`config.mk`:
```
export PLATFORM = sky130hd
export DESIGN_NAME = bitwise_logic_pipe_flat
export DESIGN_NICKNAME = d
export VERILOG_FILES = /design/src/rtl/bitwise_logic_pipe_if.sv /design/src/rtl/bitwise_logic_pipe.sv /design/src/flat_wrapper.sv
export SDC_FILE = /design/constraint.sdc
export NUM_CORES = 1
export LEC_CHECK = 0
export CORE_MARGIN = 2
export CORE_UTILIZATION = 52
export DETAILED_ROUTE_END_ITERATION = 10
export HOLD_SLACK_MARGIN = 0.05
export PLACE_DENSITY = 0.85
export SYNTH_ARGS = -nofsm -noshare
export SYNTH_HDL_FRONTEND = slang
export SYNTH_SLANG_ARGS = --single-unit
```
`constraint.sdc`:
```
create_clock -name clk -period 1.7 [get_ports clk]
set_clock_uncertainty 0.05 [all_clocks]
set_input_delay 0.34 -clock clk [delete_from_list [all_inputs] [get_ports clk]]
set_output_delay 0.34 -clock clk [all_outputs]
set_load 0.05 [all_outputs]
```
`src/rtl/bitwise_logic_pipe_if.sv`:
```
// Handshake/operand/result bundle for bitwise_logic_pipe.
// The popcnt signal exists only when BWL_POPCNT_EN is defined.
interface bitwise_logic_pipe_if #(
    parameter int WIDTH = 8
);
    logic             in_valid;
    logic             in_ready;
    logic [2:0]       op;
    logic [WIDTH-1:0] A;
    logic [WIDTH-1:0] B;
    logic             out_valid;
    logic             out_ready;
    logic [WIDTH-1:0] Y;
    logic             zero;
    logic             ones;
    logic             parity;
`ifdef BWL_POPCNT_EN
    logic [$clog2(WIDTH+1)-1:0] popcnt;
`endif

    modport master (
        output in_valid, op, A, B, out_ready,
        input  in_ready, out_valid, Y, zero, ones, parity
`ifdef BWL_POPCNT_EN
        , input popcnt
`endif
    );

    modport slave (
        input  in_valid, op, A, B, out_ready,
        output in_ready, out_valid, Y, zero, ones, parity
`ifdef BWL_POPCNT_EN
        , output popcnt
`endif
    );
endinterface

```
`src/rtl/bitwise_logic_pipe.sv`:
```
// Two-stage valid/ready bitwise logic unit with result status flags.
// Optional popcount output enabled by defining BWL_POPCNT_EN.
module bitwise_logic_pipe #(
    parameter int WIDTH = 8,
    parameter int PCW   = $clog2(WIDTH + 1)
) (
    input logic                 clk,
    input logic                 rst_n,
    bitwise_logic_pipe_if.slave bus
);

    typedef enum logic [2:0] {
        OP_AND  = 3'd0,
        OP_OR   = 3'd1,
        OP_XOR  = 3'd2,
        OP_XNOR = 3'd3,
        OP_NAND = 3'd4,
        OP_NOR  = 3'd5,
        OP_NOTA = 3'd6,
        OP_ANDN = 3'd7
    } op_e;

    if (WIDTH < 1 || WIDTH > 64 || PCW != $clog2(WIDTH + 1)) begin : g_bad_cfg
        $error("bitwise_logic_pipe: WIDTH must be 1..64 and PCW must stay derived");
    end

    op_e              op_sel;
    logic [WIDTH-1:0] res;
    logic [WIDTH-1:0] r1;
    logic [WIDTH-1:0] y_q;
    logic             s1_valid;
    logic             s2_valid;
    logic             ready1;
    logic             ready2;
    logic             zero_q;
    logic             ones_q;
    logic             parity_q;

    assign op_sel = op_e'(bus.op);

    always_comb begin
        res = '0;
        unique case (op_sel)
            OP_AND:  res = bus.A & bus.B;
            OP_OR:   res = bus.A | bus.B;
            OP_XOR:  res = bus.A ^ bus.B;
            OP_XNOR: res = ~(bus.A ^ bus.B);
            OP_NAND: res = ~(bus.A & bus.B);
            OP_NOR:  res = ~(bus.A | bus.B);
            OP_NOTA: res = ~bus.A;
            OP_ANDN: res = bus.A & ~bus.B;
            default: res = '0;
        endcase
    end

    // Ready ripples backwards combinationally from out_ready; no skid buffer.
    assign ready2       = !s2_valid || bus.out_ready;
    assign ready1       = !s1_valid || ready2;
    assign bus.in_ready = ready1;

    always_ff @(posedge clk or negedge rst_n) begin
        if (!rst_n) begin
            s1_valid <= 1'b0;
            r1       <= '0;
        end else if (ready1) begin
            s1_valid <= bus.in_valid;
            if (bus.in_valid) begin
                r1 <= res;
            end
        end
    end

    always_ff @(posedge clk or negedge rst_n) begin
        if (!rst_n) begin
            s2_valid <= 1'b0;
            y_q      <= '0;
            zero_q   <= 1'b0;
            ones_q   <= 1'b0;
            parity_q <= 1'b0;
        end else if (ready2) begin
            s2_valid <= s1_valid;
            if (s1_valid) begin
                y_q      <= r1;
                zero_q   <= (r1 == '0);
                ones_q   <= (r1 == '1);
                parity_q <= ^r1;
            end
        end
    end

    assign bus.out_valid = s2_valid;
    assign bus.Y         = y_q;
    assign bus.zero      = zero_q;
    assign bus.ones      = ones_q;
    assign bus.parity    = parity_q;

`ifdef BWL_POPCNT_EN
    logic [PCW-1:0] pc_d;
    logic [PCW-1:0] pc_q;

    always_comb begin
        pc_d = '0;
        for (int unsigned i = 0; i < WIDTH; i++) begin
            pc_d = pc_d + PCW'(r1[i]);
        end
    end

    always_ff @(posedge clk or negedge rst_n) begin
        if (!rst_n) begin
            pc_q <= '0;
        end else if (ready2 && s1_valid) begin
            pc_q <= pc_d;
        end
    end

    assign bus.popcnt = pc_q;
`else
    // No popcount port: the remaining flags are produced exactly as above.
`endif

endmodule

```
`src/flat_wrapper.sv`:
```
// flat-port wrapper written by rule: the top's interface ports become plain ports
module bitwise_logic_pipe_flat 
#(
    parameter int WIDTH = 8,
    parameter int PCW   = $clog2(WIDTH + 1)
)
  (clk, rst_n, bus_in_valid, bus_op, bus_A, bus_B, bus_out_ready, bus_in_ready, bus_out_valid, bus_Y, bus_zero, bus_ones, bus_parity);
  bitwise_logic_pipe_if #(.WIDTH(WIDTH)) bus_i ();
  input logic clk;
  input logic rst_n;
  input wire logic [$bits(bus_i.in_valid)-1:0] bus_in_valid;
  input wire logic [$bits(bus_i.op)-1:0] bus_op;
  input wire logic [$bits(bus_i.A)-1:0] bus_A;
  input wire logic [$bits(bus_i.B)-1:0] bus_B;
  input wire logic [$bits(bus_i.out_ready)-1:0] bus_out_ready;
  output wire logic [$bits(bus_i.in_ready)-1:0] bus_in_ready;
  output wire logic [$bits(bus_i.out_valid)-1:0] bus_out_valid;
  output wire logic [$bits(bus_i.Y)-1:0] bus_Y;
  output wire logic [$bits(bus_i.zero)-1:0] bus_zero;
  output wire logic [$bits(bus_i.ones)-1:0] bus_ones;
  output wire logic [$bits(bus_i.parity)-1:0] bus_parity;
  assign bus_i.in_valid = bus_in_valid;
  assign bus_i.op = bus_op;
  assign bus_i.A = bus_A;
  assign bus_i.B = bus_B;
  assign bus_i.out_ready = bus_out_ready;
  assign bus_in_ready = bus_i.in_ready;
  assign bus_out_valid = bus_i.out_valid;
  assign bus_Y = bus_i.Y;
  assign bus_zero = bus_i.zero;
  assign bus_ones = bus_i.ones;
  assign bus_parity = bus_i.parity;
  bitwise_logic_pipe #(.WIDTH(WIDTH), .PCW(PCW)) u_core (.clk(clk), .rst_n(rst_n), .bus(bus_i));
endmodule
```
==> out/metrics.yaml, run 1 <==
run_status:
  outcome: "finished clean"
synthesis:
  yosys.cell_types.count: 32
  syn_nets: 261
  synth_seq_area_share_pct: 28.6
  syn_area_per_cell_um2: 8.90
  syn_inst: 206
  syn_area_um2: 1830
  yosys_warnings: 0
  synth_seq_cells: 21
sta:
  final_max_slew_viol_count: 0
  hold_violations: 0
  holdWs_ps: 190
  rsz0062_at_grt: "false"
  tightest_slew_ps: 392
  report.final.setup_viol: 0
  slew_headroom_pct: 73.8
  min_period_over_period_pct: 96.9
  clock.fmax_ghz: 0.607
  setup_tns_ps: 0
  min_period_ps: 1650
global_routing:
  grt_max_degree: 23
  grt_pass1_wl_um: 6710
  grtUsageTotal_pct: 20.4
  grt_pass1_vias: 1629
  met1_usage_pct: 23.7
  use_met3_pct: 2.68
  antenna_found_initial: 0
  overflow: 0
  busiest_layer: "met2"
  use_met2_pct: 37.9
placement:
  placed_cell_area_um2: 2490
  place_congestion: 0.820
  place_hpwl_um: 3070
  dp.cells: 319
  port_buffers: 35
clock_tree:
  htree_num_levels: 1
  clk_latency_ps: 320
  max-clock-path-buffers: 2
  cts.sink_count: 21
  cts_setup_buffers: 0
  clk_pin_slew_ps: 110
  clockRootBuffer: "clkbuf_4"
  holdBufCountCts: 0
  cts_made_buffers: 3
  cts_tree: "done"
finish:
  area_growth_pct: 44.3
  regArea_um2: 527
  final_core_util_pct: 78.7
  antenna_cells: 0
  fill_cells: 223
  final_common_cell: "buf_4"
  drive_gt1_share_pct: 29.2
  mostFrequentLayoutCells: "buf_4 (51), ha_1 (29), inv_1 (25), nand2_1 (23), dfrtp_1 (20)"
  final_area_um2: 2650
  layout.nets: 333
  multi_input_area_um2: 1230
  stdcell_count: 323
worst_setup_path:
  worstPathCellList: "clkdlybuf4s50_1, inv_1, ha_1, a221oi_2, o221ai_1, a22o_1"
  worst_path_max_delay_cell: "clkdlybuf4s50_1"
  cp_max_fo: 2
  max_stage_delay_ps: 490
  startpoint_type: "primary input"
  critPathTopFamily: "compound AO/OA/AOI/OAI gates"
  critPathBufInv: 2
  cp.arrival_ps: 1820
  cp.required_ps: 1870
  cp-end-kind: "flip-flop"
  critPathKind: "in2reg"
drt:
  wl_per_cell_um: 12.3
  routed_wl_um: 3970
  drc_errors: 0
  drt_first_iter_violations: 114
  dr.pass1.iters: 4
  routed_via_density: 5.21
  vias: 1684
  final_antenna_net_count: 0
floorplan:
  dieArea_um2: 4020
  io_pins: 36
  core_um2: 3360
  start_util_pct: 54.5
  die_x_um: 63.4
  die_y_um: 63.4
  rows: 21
power:
  power.leakage_nw: 1.40
  powerDensity_nw_per_um2: 700
  ir_worst_vdd_mv: 0.384
flow_run:
  max_cap_violations: 0
worst_hold_path:
  hp-class: "in2async"
routing by layer:
layer  share of wire [%]  up-vias  wire length [um]
li1                    -      850                 -
met1                  44      790              1740
met2                  51       41              2040
met3                 3.7        3               147
met4                0.96        0                38
met5                   0        -                 0
final timing paths:
| path | startpoint | cells past startpoint | slack (ps) | end |
|---|---|---|---|---|
| max | bus_B[2] | 6 | 50 | u_core.r1[2] |
| min | rst_n | 1 | 190 | u_core.r1[6] |
| max reg2reg | u_core.r1[0] | 5 | 360 | u_core.bus.parity |
| min reg2reg | u_core.bus.zero | 2 | 440 | u_core.bus.zero |
| max in group asynchronous | rst_n | 2 | 940 | u_core.r1[7] |
| min in group clk | bus_out_ready | 3 | 270 | u_core.bus.out_valid |
synth_stat cells:
cell type   n  area, um^2
a211oi_1    7        52.6
a21o_1      3        22.5
a21oi_1     2        10.0
a221o_1     2        20.0
a221oi_1    4        35.0
a22o_1      5        43.8
a31oi_1     3        18.8
and2b_1     1        7.51
buf_2       2        10.0
buf_4       1        7.51
buf_6       3        33.8
clkbuf_1    5        18.8
dfrtp_1    21         526
ha_1       32         400
inv_1      28         105
mux2i_1    10         100
mux4_1      1        26.3
nand2_1    24        90.1
nand2b_1    4        25.0
nand3b_1    1        7.51
nand4_1     2        12.5
nor2_1     15        56.3
nor2b_1     2        12.5
o211ai_1    3        22.5
o21ai_0    11        55.1
o21ai_1     1        5.00
o221ai_1    4        35.0
o31ai_1     2        15.0
o32a_1      1        10.0
or3_1       1        6.26
xnor2_1     4        35.0
xor2_1      1        8.76
kinds of logic (layout without fill, tap and decap cells):
logic type | after synthesis | count (layout) | share of synthesized area (%)
buffers and inverters | 39 | 110 | 9.55
adders and majority gates | 32 | 32 | 21.8
DFF | 21 | 21 | 28.6
xor gates and xnor gates | 5 | 5 | 2.39
and+or+nand+nor | 50 | 50 | 11.9
AOI/OAI and AO/OA | 48 | 48 | 18.8
muxes | 11 | 11 | 6.89
power breakdown:
part	switching (mW)	total, mW	leakage [nW]	internal, mW
Combinational	0.541	0.955	1.12	0.414
Clock	0.154	0.242	0.0177	0.0883
Sequential	0.0608	0.656	0.261	0.595
registers in the layout (all words and copies together), names as in the netlist:
signal,flops
u_core.bus.out_valid,1
u_core.bus.ones,1
u_core.s1_valid,1
u_core.bus.Y,8
u_core.bus.zero,1
u_core.bus.parity,1
u_core.r1,8
cell type report:
| type | instances | share of cell area, % |
|---|---|---|
| inverter | 28 | 3.97 |
| clock buffer | 3 | 0.851 |
| tap | 46 | 2.17 |
| timing repair buffer | 78 | 26.5 |
| sequential | 21 | 19.9 |
| clock inverter | 1 | 0.189 |
| multi-input combinational | 146 | 46.4 |
repair_timing:
action	4_1_cts	5_1_grt
pin swaps	3	2
endpoints found under the setup margin	2	7
gates cloned	0	0
gates resized for setup	7	26
metrics by stage:
stage,worst slack [ps],power [mW]
finish,53.5,1.85
global route,5.02,1.98
CTS,1.89,1.82
detailed placement,-470,1.58
global placement,-370,1.54
floorplan,-33.0,1.24
worst reg2reg max path: stages (launching register included):
cell     delay, ps
dfrtp_1        390
inv_1           80
ha_1           310
xnor2_1        190
xnor2_1        130
o21ai_0         80
Note: power is estimated with default switching activity, not from simulation.
==> run 2: changes to the inputs <==
- CORE_MARGIN: 2 -> 4
- CTS_CLUSTER_SIZE: default -> 30
==> run 2 against run 1 <==
Against the previous run: critical path depth is the same; sequential power about the same; first-iteration DRC count down 57%; worst hold slack better by 130 ps; fmax down 0.43%; via count down 0.12%; register-to-register slack improved by 30 ps; wire length up 7.8%; count of clock-buffer cells in the layout unchanged; largest power group unchanged.
==> out/metrics.yaml, run 2 (synthesis gave the netlist of run 1 again) <==
drt:
  routed_wl_um: 4280  # +7.8%
  drc_errors: 0  # unchanged
  wl_per_cell_um: 13.3  # +8.5%
  dr.pass1.iters: 4  # unchanged
  drt_first_iter_violations: 49  # -57%
  vias: 1682  # -0.12%
  final_antenna_net_count: 0  # unchanged
  routed_via_density: 5.24  # +0.50%
run_status:
  outcome: "finished clean"
clock_tree:
  cts_made_buffers: 3  # unchanged
  htree_num_levels: 1  # unchanged
  cts_tree: "done"
  max-clock-path-buffers: 2  # unchanged
  holdBufCountCts: 0  # unchanged
  clk_pin_slew_ps: 110  # about the same
  clk_latency_ps: 300  # -20 ps
  clockRootBuffer: "clkbuf_4"
  cts.sink_count: 21  # unchanged
  cts_setup_buffers: 0  # unchanged
global_routing:
  grtUsageTotal_pct: 18.4  # -2.0 points
  grt_max_degree: 23  # unchanged
  grt_pass1_vias: 1547  # -5.0%
  antenna_found_initial: 0  # unchanged
  grt_pass1_wl_um: 6450  # -3.8%
  overflow: 0  # unchanged
worst_setup_path:
  rr_startpoint: "u_core.r1[2]"
  max_stage_delay_ps: 520  # +30 ps
  cp-startpoint: "bus_A[0]"
  startpoint_type: "primary input"
  critPathBufInv: 1  # -1
  rrSetupSlack_ps: 390  # +30 ps
  worstPathCellList: "clkdlybuf4s50_1, ha_2, mux2i_2, a221oi_4, o221ai_2, a22o_1"
  cp-end-kind: "flip-flop"
  worst_path_max_delay_cell: "clkdlybuf4s50_1"
  rr_worst_depth: 5  # unchanged
  critPathTopFamily: "compound AO/OA/AOI/OAI gates"
  cp.required_ps: 1850  # -20 ps
  cp.arrival_ps: 1810  # about the same
  cp_max_fo: 3  # +1
  r2r-end: "u_core.bus.parity"
  critPathKind: "in2reg"
power:
  pwr-share-comb_pct: 52.0  # +0.5 points
  power.leakage_nw: 1.37  # -2.3%
  p_switching_mw: 0.751  # -0.64%
  ir_worst_vdd_mv: 0.256  # -33%
  p_seq_share_pct: 35.4  # about the same
  intPower_mw: 1.10  # about the same
  switching_share_pct: 40.6  # -0.17 points
  p_clk_share_pct: 12.6  # -0.5 points
  powerDensity_nw_per_um2: 697  # -0.52%
sta:
  setup_ws_ps: 46.3  # -7.18 ps
  min_period_over_period_pct: 97.3  # +0.42 points
  clock.fmax_ghz: 0.605  # -0.43%
  slew_headroom_pct: 69.2  # -4.6 points
  min_period_ps: 1650  # +7.18 ps
  report.final.setup_viol: 0  # unchanged
  setup_tns_ps: 0  # unchanged
  final_max_slew_viol_count: 0  # unchanged
  hold_violations: 0  # unchanged
  tightest_slew_ps: 460  # +68.1 ps
floorplan:
  die_x_um: 67.4  # +6.3%
  rows: 21  # unchanged
  io_pins: 36  # unchanged
  start_util_pct: 54.5  # unchanged
  core_um2: 3360  # unchanged
  die_y_um: 67.4  # +6.3%
  dieArea_um2: 4540  # +13%
placement:
  place_congestion: 0.812  # -1.0%
  place_hpwl_um: 3090  # +0.40%
  port_buffers: 35  # unchanged
  dp.cells: 317  # -0.63%
  dp_slack_ps: -503  # -33.3 ps
finish:
  final_core_util_pct: 78.9  # +0.22 points
  drive_gt1_share_pct: 30.9  # +1.7 points
  final_common_cell: "buf_4"
  stdcell_count: 321  # -0.62%
  antenna_cells: 0  # unchanged
  layout.nets: 331  # -0.60%
  mostFrequentLayoutCells: "buf_4 (51), ha_1 (26), inv_1 (23), nand2_1 (23), dfrtp_1 (20)"
  area_growth_pct: 44.7
flow_run:
  max_cap_violations: 0  # unchanged
worst_hold_path:
  hp-class: "in2async"
==> run 2: changes by cell type in the layout (fill, tap and decap cells not counted), moves of 2 or more <==
cell      before  now
inv_2          3    5
a211oi_1       7    5
mux2i_2        0    2
a211oi_2       0    2
ha_1          29   26
mux2i_1       10    8
inv_1         25   23
ha_4           3    5
==> run 2: worst max-delay path by stage <==
stage	to	cells past startpoint
floorplan	u_core.r1[0]	4
global placement	u_core.r1[6]	7
detailed placement	u_core.r1[0]	6
CTS	u_core.r1[0]	6
global route	u_core.r1[4]	6
finish	u_core.r1[0]	6
==> run 2: per-layer routing <==
metal / vias to the layer above / share of wire, % / track usage, %
li1: 850 / - / -
met1: 762 / 41 / 20.6
met2: 56 / 49 / 34.1
met3: 14 / 6.1 / 1.66
met4: 0 / 3.5 / 10.1
met5: - / 0 / 0
==> run 2: area by class of cell <==
cell class	count	area (um^2)
sequential	21	527
clock buffer	3	22.5
clock inverter	1	5.00
fill	226	709
tap	46	57.6
timing repair buffer	76	666
multi-input combinational	146	1270
inverter	28	105
==> run 2: metrics by stage <==
stage / area [um^2] / hold WS (ps) / power (mW)
CTS: 2520 / 315 / 1.81
floorplan: 1850 / -5.59 / 1.24
finish: 2650 / 315 / 1.85
global placement: 2480 / 411 / 1.54
global route: 2650 / 312 / 1.98
detailed placement: 2480 / 422 / 1.57
==> run 2: what timing repair did <==
action	4_1_cts	5_1_grt
resized for setup	7	30
setup endpoints to repair	2	8
pin swaps	4	5
==> run 2: power groups by stage <==
stage          Clock [mW]  Sequential [mW]  Combinational, mW
3_3_place_gp            0            0.660              0.880
6_report            0.233            0.654              0.961
3_5_place_dp            0            0.665              0.906
4_1_cts             0.243            0.656              0.915
5_1_grt             0.273            0.667               1.04
2_1_floorplan           0            0.867              0.377
==> run 3: changes to the inputs <==
- CORE_MARGIN: 4 -> default
==> run 3 against run 2 <==
Against the previous run: sequential power barely moved; worst hold slack got worse by 4.8 ps; critical endpoint is now u_core.r1[1]; total power down 2.1%; first-iteration DRC count rose by 24%; critical path depth stayed put; the flow now finishes with violations (setup timing); setup slack lost 76 ps.
==> out/metrics.yaml, run 3 (synthesis gave the netlist of run 1 again) <==
sta:
  setup_tns_ps: -30.0  # -30.0 ps
  setup_ws_ps: -30.0  # -76.3 ps
  holdWs_ps: 310  # -4.79 ps
  report.final.setup_viol: 1  # +1
  clock.fmax_ghz: 0.578  # -4.4%
  slew_headroom_pct: 77.0  # +7.8 points
  min_period_ps: 1730  # +76.3 ps
  hold_violations: 0  # unchanged
  final_max_slew_viol_count: 0  # unchanged
  tightest_slew_ps: 345  # -115 ps
  min_period_over_period_pct: 102  # +4.5 points
worst_setup_path:
  rrSetupSlack_ps: 390  # about the same
  worst_path_max_delay_cell: "clkdlybuf4s50_1"
  rr_worst_depth: 5  # unchanged
  rr_startpoint: "u_core.r1[0]"
  critPathBufInv: 2  # +1
  cp-startpoint: "bus_B[1]"
  cp_max_fo: 2  # -1
  worstPathCellList: "clkdlybuf4s50_1, inv_1, ha_1, a221oi_2, o221ai_1, a22o_1"
  critPathTopFamily: "compound AO/OA/AOI/OAI gates"
  cp.required_ps: 1860  # about the same
  cp-end-kind: "flip-flop"
  cp.arrival_ps: 1890  # +80 ps
  critPathKind: "in2reg"
  startpoint_type: "primary input"
  r2r-end: "u_core.bus.parity"
  crit_cells: 6  # unchanged
  max_stage_delay_ps: 480  # -40 ps
  endpoint: "u_core.r1[1]"
clock_tree:
  cts.sink_count: 21  # unchanged
  clk_latency_ps: 310  # about the same
  cts_tree: "done"
  clk_pin_slew_ps: 110  # about the same
  htree_num_levels: 1  # unchanged
  clockRootBuffer: "clkbuf_4"
  holdBufCountCts: 0  # unchanged
  cts_made_buffers: 3  # unchanged
  max-clock-path-buffers: 2  # unchanged
power:
  powerDensity_nw_per_um2: 704  # +1.1%
  ir_worst_vdd_mv: 0.268  # +4.5%
  power.leakage_nw: 1.37  # +0.32%
finish:
  stdcell_count: 322  # +0.31%
  area_growth_pct: 40.1
  layout.nets: 332  # +0.30%
  antenna_cells: 0  # unchanged
  drive_gt1_share_pct: 25.7  # -5.2 points
  mostFrequentLayoutCells: "buf_4 (53), ha_1 (30), inv_1 (28), nand2_1 (23), dfrtp_1 (20)"
  final_common_cell: "buf_4"
floorplan:
  rows: 21  # unchanged
  io_pins: 36  # unchanged
  die_x_um: 61.4  # -8.9%
  die_y_um: 61.4  # -8.9%
  core_um2: 3360  # unchanged
  start_util_pct: 54.5  # unchanged
  dieArea_um2: 3770  # -17%
drt:
  routed_via_density: 5.14  # -1.9%
  routed_wl_um: 3700  # -13%
  drt_first_iter_violations: 61  # +24%
  wl_per_cell_um: 11.5  # -14%
  vias: 1656  # -1.5%
  final_antenna_net_count: 0  # unchanged
  dr.pass1.iters: 4  # unchanged
  drc_errors: 0  # unchanged
global_routing:
  grt_pass1_vias: 1503  # -2.8%
  grt_pass1_wl_um: 5880  # -8.9%
  grtUsageTotal_pct: 20.7  # +2.3 points
  antenna_found_initial: 0  # unchanged
  grt_max_degree: 23  # unchanged
  overflow: 0  # unchanged
placement:
  port_buffers: 35  # unchanged
  dp.cells: 318  # +0.32%
  place_congestion: 0.802  # -1.2%
  place_hpwl_um: 2910  # -5.8%
run_status:
  violations: "setup timing"
  outcome: "finished, violations left"
flow_run:
  max_cap_violations: 0  # unchanged
worst_hold_path:
  hp-class: "in2async"
-- run 3: cell count changes in the layout (fill, tap and decap cells not counted), sizes merged --
cell           delta
clkdlybuf4s50     +2
buf               +1
dlygate4sd2       -2
-- run 3: worst min-delay path by stage --
stage                         start  slack, ps                    to  cells after the start
detailed placement  u_core.bus.Y[3]        420       u_core.bus.Y[3]                      2
floorplan                     rst_n         -6       u_core.bus.Y[0]                      0
global placement    u_core.s1_valid        410  u_core.bus.out_valid                      1
finish                        rst_n        310       u_core.bus.Y[4]                      2
global route                  rst_n        310       u_core.s1_valid                      2
CTS                           rst_n        310       u_core.bus.Y[4]                      2
-- run 3: per-layer routing --
metal	vias up	global-route usage, %	part of all wire, %
li1	859	-	-
met1	750	24.2	43
met2	45	39.0	52
met3	2	2.52	3.7
met4	0	7.30	0.73
met5	-	0	0
-- run 3: cell type report --
| cell class | instances | area (um^2) |
|---|---|---|
| Timing Repair Buffer | 77 | 672 |
| Multi-Input combinational cell | 146 | 1180 |
| Sequential cell | 21 | 527 |
| Tap cell | 46 | 57.6 |
| Inverter | 28 | 105 |
| Clock inverter | 1 | 5.00 |
| Fill cell | 262 | 793 |
| Clock buffer | 3 | 22.5 |
-- run 3: what timing repair did --
| item | in CTS | in global routing |
|---|---|---|
| setup endpoints to repair | 1 | 7 |
| setup buffers | 0 | 0 |
| pin swaps | 1 | 3 |
| resized for setup | 3 | 14 |
| hold endpoints to repair | 0 | 0 |
-- run 3: report_power, final --
part           internal (mW)  switching [mW]
Clock                 0.0880           0.149
Combinational          0.399           0.521
Sequential             0.595          0.0574
-- run 3: through the flow --
stage	utilization [%]	area, um^2	power, mW	setup slack [ps]
global placement	73.8	2480	1.54	-362
CTS	74.6	2510	1.81	9.11
finish	76.4	2570	1.81	-30.0
global route	76.4	2570	1.95	-98.0
floorplan	-	1850	1.24	-33.0
detailed placement	73.8	2480	1.57	-438
